## src/rtl/alu.sv

```systemverilog
// alu -- 8-bit registered arithmetic/logic unit with a fixed 1-cycle latency.
//
// Each rising edge with in_valid=1 captures one operation. The registered
// result and status flags hold when in_valid=0. out_valid is in_valid
// delayed by one cycle.
//
// Optional feature: define ALU_SHIFT_EN to implement opcodes 110 (SHL) and
// 111 (SHR). Without it, those opcodes return 0 and raise illegal_op.
//
// Ports:
//   clk          clock, all state on rising edge
//   rst          synchronous active-high reset
//   in_valid     operands/opcode valid this cycle
//   operand_a    first operand (unsigned)
//   operand_b    second operand (unsigned)
//   alu_opcode   operation select: ADD, SUB, AND, OR, XOR, DIV, SHL, SHR
//   result       registered result
//   out_valid    result/flags valid this cycle
//   carry        ADD carry-out / SUB borrow
//   zero         registered result == 0
//   div_by_zero  DIV with operand_b == 0
//   illegal_op   unsupported opcode sampled
module alu #(
    parameter int unsigned WIDTH = 8
) (
    input  logic             clk,
    input  logic             rst,
    input  logic             in_valid,
    input  logic [WIDTH-1:0] operand_a,
    input  logic [WIDTH-1:0] operand_b,
    input  logic [2:0]       alu_opcode,
    output logic [WIDTH-1:0] result,
    output logic             out_valid,
    output logic             carry,
    output logic             zero,
    output logic             div_by_zero,
    output logic             illegal_op
);

    localparam logic [2:0] OpAdd = 3'b000;
    localparam logic [2:0] OpSub = 3'b001;
    localparam logic [2:0] OpAnd = 3'b010;
    localparam logic [2:0] OpOr  = 3'b011;
    localparam logic [2:0] OpXor = 3'b100;
    localparam logic [2:0] OpDiv = 3'b101;
    localparam logic [2:0] OpShl = 3'b110;
    localparam logic [2:0] OpShr = 3'b111;

    logic [WIDTH-1:0] result_d, result_q;
    logic             carry_d, carry_q;
    logic             dbz_d, dbz_q;
    logic             ill_d, ill_q;
    logic             zero_q;
    logic             valid_q;
    logic [WIDTH:0]   sum;
    logic [WIDTH:0]   diff;

    always_comb begin
        sum      = {1'b0, operand_a} + {1'b0, operand_b};
        // Top bit of the widened difference is the borrow (a < b).
        diff     = {1'b0, operand_a} - {1'b0, operand_b};
        result_d = '0;
        carry_d  = 1'b0;
        dbz_d    = 1'b0;
        ill_d    = 1'b0;
        case (alu_opcode)
            OpAdd: begin
                result_d = sum[WIDTH-1:0];
                carry_d  = sum[WIDTH];
            end
            OpSub: begin
                result_d = diff[WIDTH-1:0];
                carry_d  = diff[WIDTH];
            end
            OpAnd: result_d = operand_a & operand_b;
            OpOr:  result_d = operand_a | operand_b;
            OpXor: result_d = operand_a ^ operand_b;
            OpDiv: begin
                if (operand_b == '0) begin
                    result_d = '1;
                    dbz_d    = 1'b1;
                end else begin
                    result_d = operand_a / operand_b;
                end
            end
`ifdef ALU_SHIFT_EN
            OpShl: result_d = operand_a << operand_b[2:0];
            OpShr: result_d = operand_a >> operand_b[2:0];
`else
            OpShl, OpShr: ill_d = 1'b1;
`endif
            default: result_d = '0;
        endcase
    end

    always_ff @(posedge clk) begin
        if (rst) begin
            result_q <= '0;
            valid_q  <= 1'b0;
            carry_q  <= 1'b0;
            zero_q   <= 1'b0;
            dbz_q    <= 1'b0;
            ill_q    <= 1'b0;
        end else begin
            valid_q <= in_valid;
            // Idle cycles keep the last result and flags visible.
            if (in_valid) begin
                result_q <= result_d;
                carry_q  <= carry_d;
                zero_q   <= (result_d == '0);
                dbz_q    <= dbz_d;
                ill_q    <= ill_d;
            end
        end
    end

    assign result      = result_q;
    assign out_valid   = valid_q;
    assign carry       = carry_q;
    assign zero        = zero_q;
    assign div_by_zero = dbz_q;
    assign illegal_op  = ill_q;

endmodule

```

## config.mk

```make
export PLATFORM = sky130hd
export DESIGN_NAME = alu
export DESIGN_NICKNAME = d
export VERILOG_FILES = /design/src/rtl/alu.sv
export SDC_FILE = /design/constraint.sdc
export NUM_CORES = 1
export LEC_CHECK = 0
export BUFFER_PORTS_ARGS = -buffer_cell sky130_fd_sc_hd__clkbuf_2
export CAP_MARGIN = 20
export CORE_AREA = 2 2 77 79
export CTS_CLUSTER_DIAMETER = 120
export DETAILED_ROUTE_END_ITERATION = 12
export DIE_AREA = 0 0 79 81
export PLACE_DENSITY = 0.8
export SLEW_MARGIN = 20
export SYNTH_ARGS = -nofsm -noshare
export SYNTH_HDL_FRONTEND = slang
export SYNTH_SLANG_ARGS = --single-unit
```

## constraint.sdc

```tcl
create_clock -name clk -period 22.4 [get_ports clk]
set_input_delay 1.12 -clock clk [delete_from_list [all_inputs] [get_ports clk]]
set_output_delay 1.12 -clock clk [all_outputs]
set_load 0.05 [all_outputs]
```

==> summary.md <==
| Metric | Value |
|---|---|
| Synthesized cell area | between 3000 and 4000 um^2 |
| Final Max Tran Viols | 0 |
| Unrepaired setup endpoints after global routing | no |
| Part of the Yosys area used for sequential elements | 0.0828 |
| CP endpoint kind | flop |
| Max-cap violations | 0 |
| Pwr Total | ~0.14 mW |
| Status | complete, no violations |
| Highest Clock Rate | 80.4 MHz |
| Number of levels in the clock H-tree | 1 |
| Detailed-route DRC error count | 0 |
| Cell repeated most along the worst path | ha_1 |
| Async set-or-reset flop fraction in the synthesized netlist | 0 |
| Data arrival time of the critical path | between 10 and 15 ns |
| Summed area of non-filler cells in the final layout | between 3000 and 4000 um^2 |
| Data required, critical path | 22.55 ns |
| Worst path max stage delay | 0.63 ns |
| Switching share of power | 0.456 |
| Grt ovf | 0 |
| Post-CTS resize count | 0 |
| Row cnt | 28 |
| Hold Slack | around 0.47 ns |
| Part of the total power dissipated in combinational logic | 0.670 |
| Minimum setup slack in the final design | ~10 ns |
| Sink count of the clock tree | 13 |
| Root buffer selected by CTS | clkbuf_8 |
| Leakage component of the power | 1.57 nW |
| Worst slew slack as a fraction of its limit | 0.506 |
| Number of CTS-inserted buffers | 3 |
| Synthesized netlist cell count | just over 400 |
| I/O pin cnt | 35 |
| DIE HEIGHT | roughly 80 um |
| Leading register cell type out of synthesis | dfxtp_1 |
| Count of antenna diodes in the layout | 0 |
| Number of unique standard cell types used by synthesis | 63 |
| Sequential fraction of design power | 0.184 |
| Core area | around 5700 um^2 |
| Warnings from Yosys | 0 |
| Placed wire-length estimate | approximately 7000 um |
| Die Span X | 79 um |
| GRT met3 Usage | 0.0378 |
| Global Route Usage Sum | 0.284 |
| Class of the tightest hold or removal check | flop to flop |
| Net count reported at finish | about 520 |
| Clock tree from TritonCTS | done |
| Number of global-route vias before repair | slightly above 3000 |
| First drt pass iteration count | 5 |
| Die Footprint | between 6000 and 7000 um^2 |
| Global-route wire length before repair | roughly 15000 um |
| Final number of setup-violating endpoints | 0 |
| Number of antenna violations at the first check in global routing | 0 |
| First-iteration detailed-routing DRC count | between 200 and 300 |
| Count of state elements after synthesis | 13 |
| Portion of the clock cycle consumed by the worst path in the final layout | 0.555 |
| Peak supply drop | between 0.00003 and 0.00004 V |
| Cell with the biggest individual delay on the critical path | or4_4 |
| Avg Cell Area, Syn | 7.63 um^2 |
| DP Worst Slack | 9.82 ns |
| Effective utilization at floorplan | 0.554 |
| Net Sw Power | between 0.06 and 0.07 mW |
| Post-Synthesis Net Count | about 500 |
| Maximum clock skew at final layout | 0 ns |
| Worst-margin pin slew | about 0.74 ns |
| Most crowded layer after global routing | met2 |
| Hold Violations, Final | 0 |
| Number of hold buffers added after CTS | 0 |
| Final Critical Period | between 10 and 15 ns |
| Met1 layer usage reported by global route | 0.352 |
| Ratio of total power to cell area | ~40 nW/um^2 |
| Number of enable flip-flop cells after synthesis | 0 |
| Met2 track demand over resource | 0.494 |
| Setup Total Neg Slack | 0 ns |
| Final Wtd Congestion | 0.950 |
| Clock Path Buffers | 2 |
| IO Port Bufs | 34 |
| Max FO, Critical Path | 10 |
| Post-detailed-route wirelength per cell | 17.1 um |
| Routed via count | 3206 |
| DRT Wirelength | ~8700 um |
| P&R area growth vs syn | 7.21% |
| Detail-routed via count per cell | ~6.3 |
| Share of power burned in the clock network | 0.146 |
| Pin count of the biggest net entering global routing | 27 |
| Critical path launch point type | input port |
| Clock input transition at the sequential cells of the worst setup and hold paths | ~0.05 ns |
| Worst setup path class | input port to flop |
| Placed inst area | around 3300 um^2 |
| Buffers inserted by post-CTS timing repair | 0 |
| Clock latency of the later-clocked register in the worst-skew pair | between 0.2 and 0.25 ns |
| Pint | between 0.07 and 0.08 mW |
| Number of nets still failing antenna checks after routing | 0 |
| Ratio of cells with drive above 1 in the final layout | 0.127 |
==> stage by stage <==
stage | util | std cells
3_5_place_dp | 0.586 | 503
5_1_grt | 0.594 | 507
2_1_floorplan | - | 412
4_1_cts | 0.594 | 507
6_report | 0.594 | 507
3_3_place_gp | 0.586 | 503
==> state kept, by name (all words and copies together), names as in the netlist <==
signal and count:
carry 1, result 8, div_by_zero 1, zero 1, out_valid 1, illegal_op 1
==> critical path: cells and delay by family <==
| kind | cells | cell delay [ns] |
|---|---|---|
| AO/OA/AOI/OAI | 26 | 5.56 |
| AND/OR/NAND/NOR | 10 | 2.99 |
| adder cells (fa/ha/maj) | 7 | 2.00 |
| multiplexers | 2 | 0.74 |
| buffers and inverters | 2 | 0.21 |
==> routing by layer <==
metal / wire (um) / part of all wire
met5: 0 / 0
met1: 3730 / 0.43
met4: 327 / 0.038
met3: 425 / 0.049
met2: 4170 / 0.48
==> path summary, 6_finish.rpt <==
| path | to | slack, ns | start | depth (start not counted) |
|---|---|---|---|---|
| worst max register to register | result[2] | 21.73 | result[2] | 2 |
| worst min register to register | result[0] | 0.47 | result[0] | 2 |
| worst max-delay path | zero | 9.96 | operand_b[6] | 47 |
| worst min-delay path | result[0] | 0.47 | result[0] | 2 |
==> kinds of logic (layout without fill, tap and decap cells) <==
group,count (synthesis),in the layout,share of synthesized area
adders and majority gates,62,62,0.252
AOI/OAI and AO/OA,135,135,0.299
and+or+nand+nor,121,121,0.195
buffers and inverters,47,67,0.0609
xor gates and xnor gates,15,15,0.0418
DFF,13,13,0.0828
muxes,19,19,0.0689
==> final cells by class <==
class | count | area [um^2]
tap | 75 | 93.8
timing repair buffer | 34 | 170
multi-input combinational | 352 | 2690
inverter | 29 | 109
sequential | 13 | 260
clock buffer | 4 | 45.0
fill | 570 | 2310
==> synth_stat cells (3+ instances only) <==
library cell,number,share of area
a211o_1,4,0.011
a211oi_1,17,0.041
a21o_1,6,0.014
a21oi_1,30,0.048
a31oi_1,4,0.0080
clkbuf_1,14,0.017
dfxtp_1,13,0.083
ha_1,60,0.24
inv_1,29,0.035
mux2_2,9,0.032
mux2_4,3,0.014
mux2i_1,7,0.022
nand2_1,16,0.019
nand2b_1,12,0.024
nand3_1,5,0.0080
nor2_1,35,0.042
nor2b_1,7,0.014
nor3_1,22,0.035
o211a_1,4,0.013
o211ai_1,6,0.014
o21a_1,11,0.026
o21ai_0,20,0.032
o22ai_1,3,0.0060
o31ai_1,3,0.0072
or3_1,6,0.012
xnor2_1,11,0.031
xor2_1,4,0.011
==> power groups by stage <==
stage | clock network, mW | logic (mW) | registers [mW]
3_5_place_dp | 0 | 0.0900 | 0.0259
4_1_cts | 0.0207 | 0.0905 | 0.0254
6_report | 0.0201 | 0.0922 | 0.0254
5_1_grt | 0.0214 | 0.102 | 0.0255
2_1_floorplan | 0 | 0.0647 | 0.0309
3_3_place_gp | 0 | 0.0871 | 0.0258
==> cell usage in the layout, fill, tap and decap left out, types with 3 or more instances in the layout <==
cell / synthesis / final
a211o_1: 4 / 4
a211oi_1: 17 / 17
a21o_1: 6 / 6
a21oi_1: 30 / 30
a31oi_1: 4 / 4
clkbuf_2: 0 / 34
clkbuf_8: 0 / 3
dfxtp_1: 13 / 13
ha_1: 60 / 60
inv_1: 29 / 29
mux2_2: 9 / 9
mux2_4: 3 / 3
mux2i_1: 7 / 7
nand2_1: 16 / 16
nand2b_1: 12 / 12
nand3_1: 5 / 5
nor2_1: 35 / 35
nor2b_1: 7 / 7
nor3_1: 22 / 22
o211a_1: 4 / 4
o211ai_1: 6 / 6
o21a_1: 11 / 11
o21ai_0: 20 / 20
o22ai_1: 3 / 3
o31ai_1: 3 / 3
or3_1: 6 / 6
xnor2_1: 11 / 11
xor2_1: 4 / 4
(Power assumes the default switching activity.)
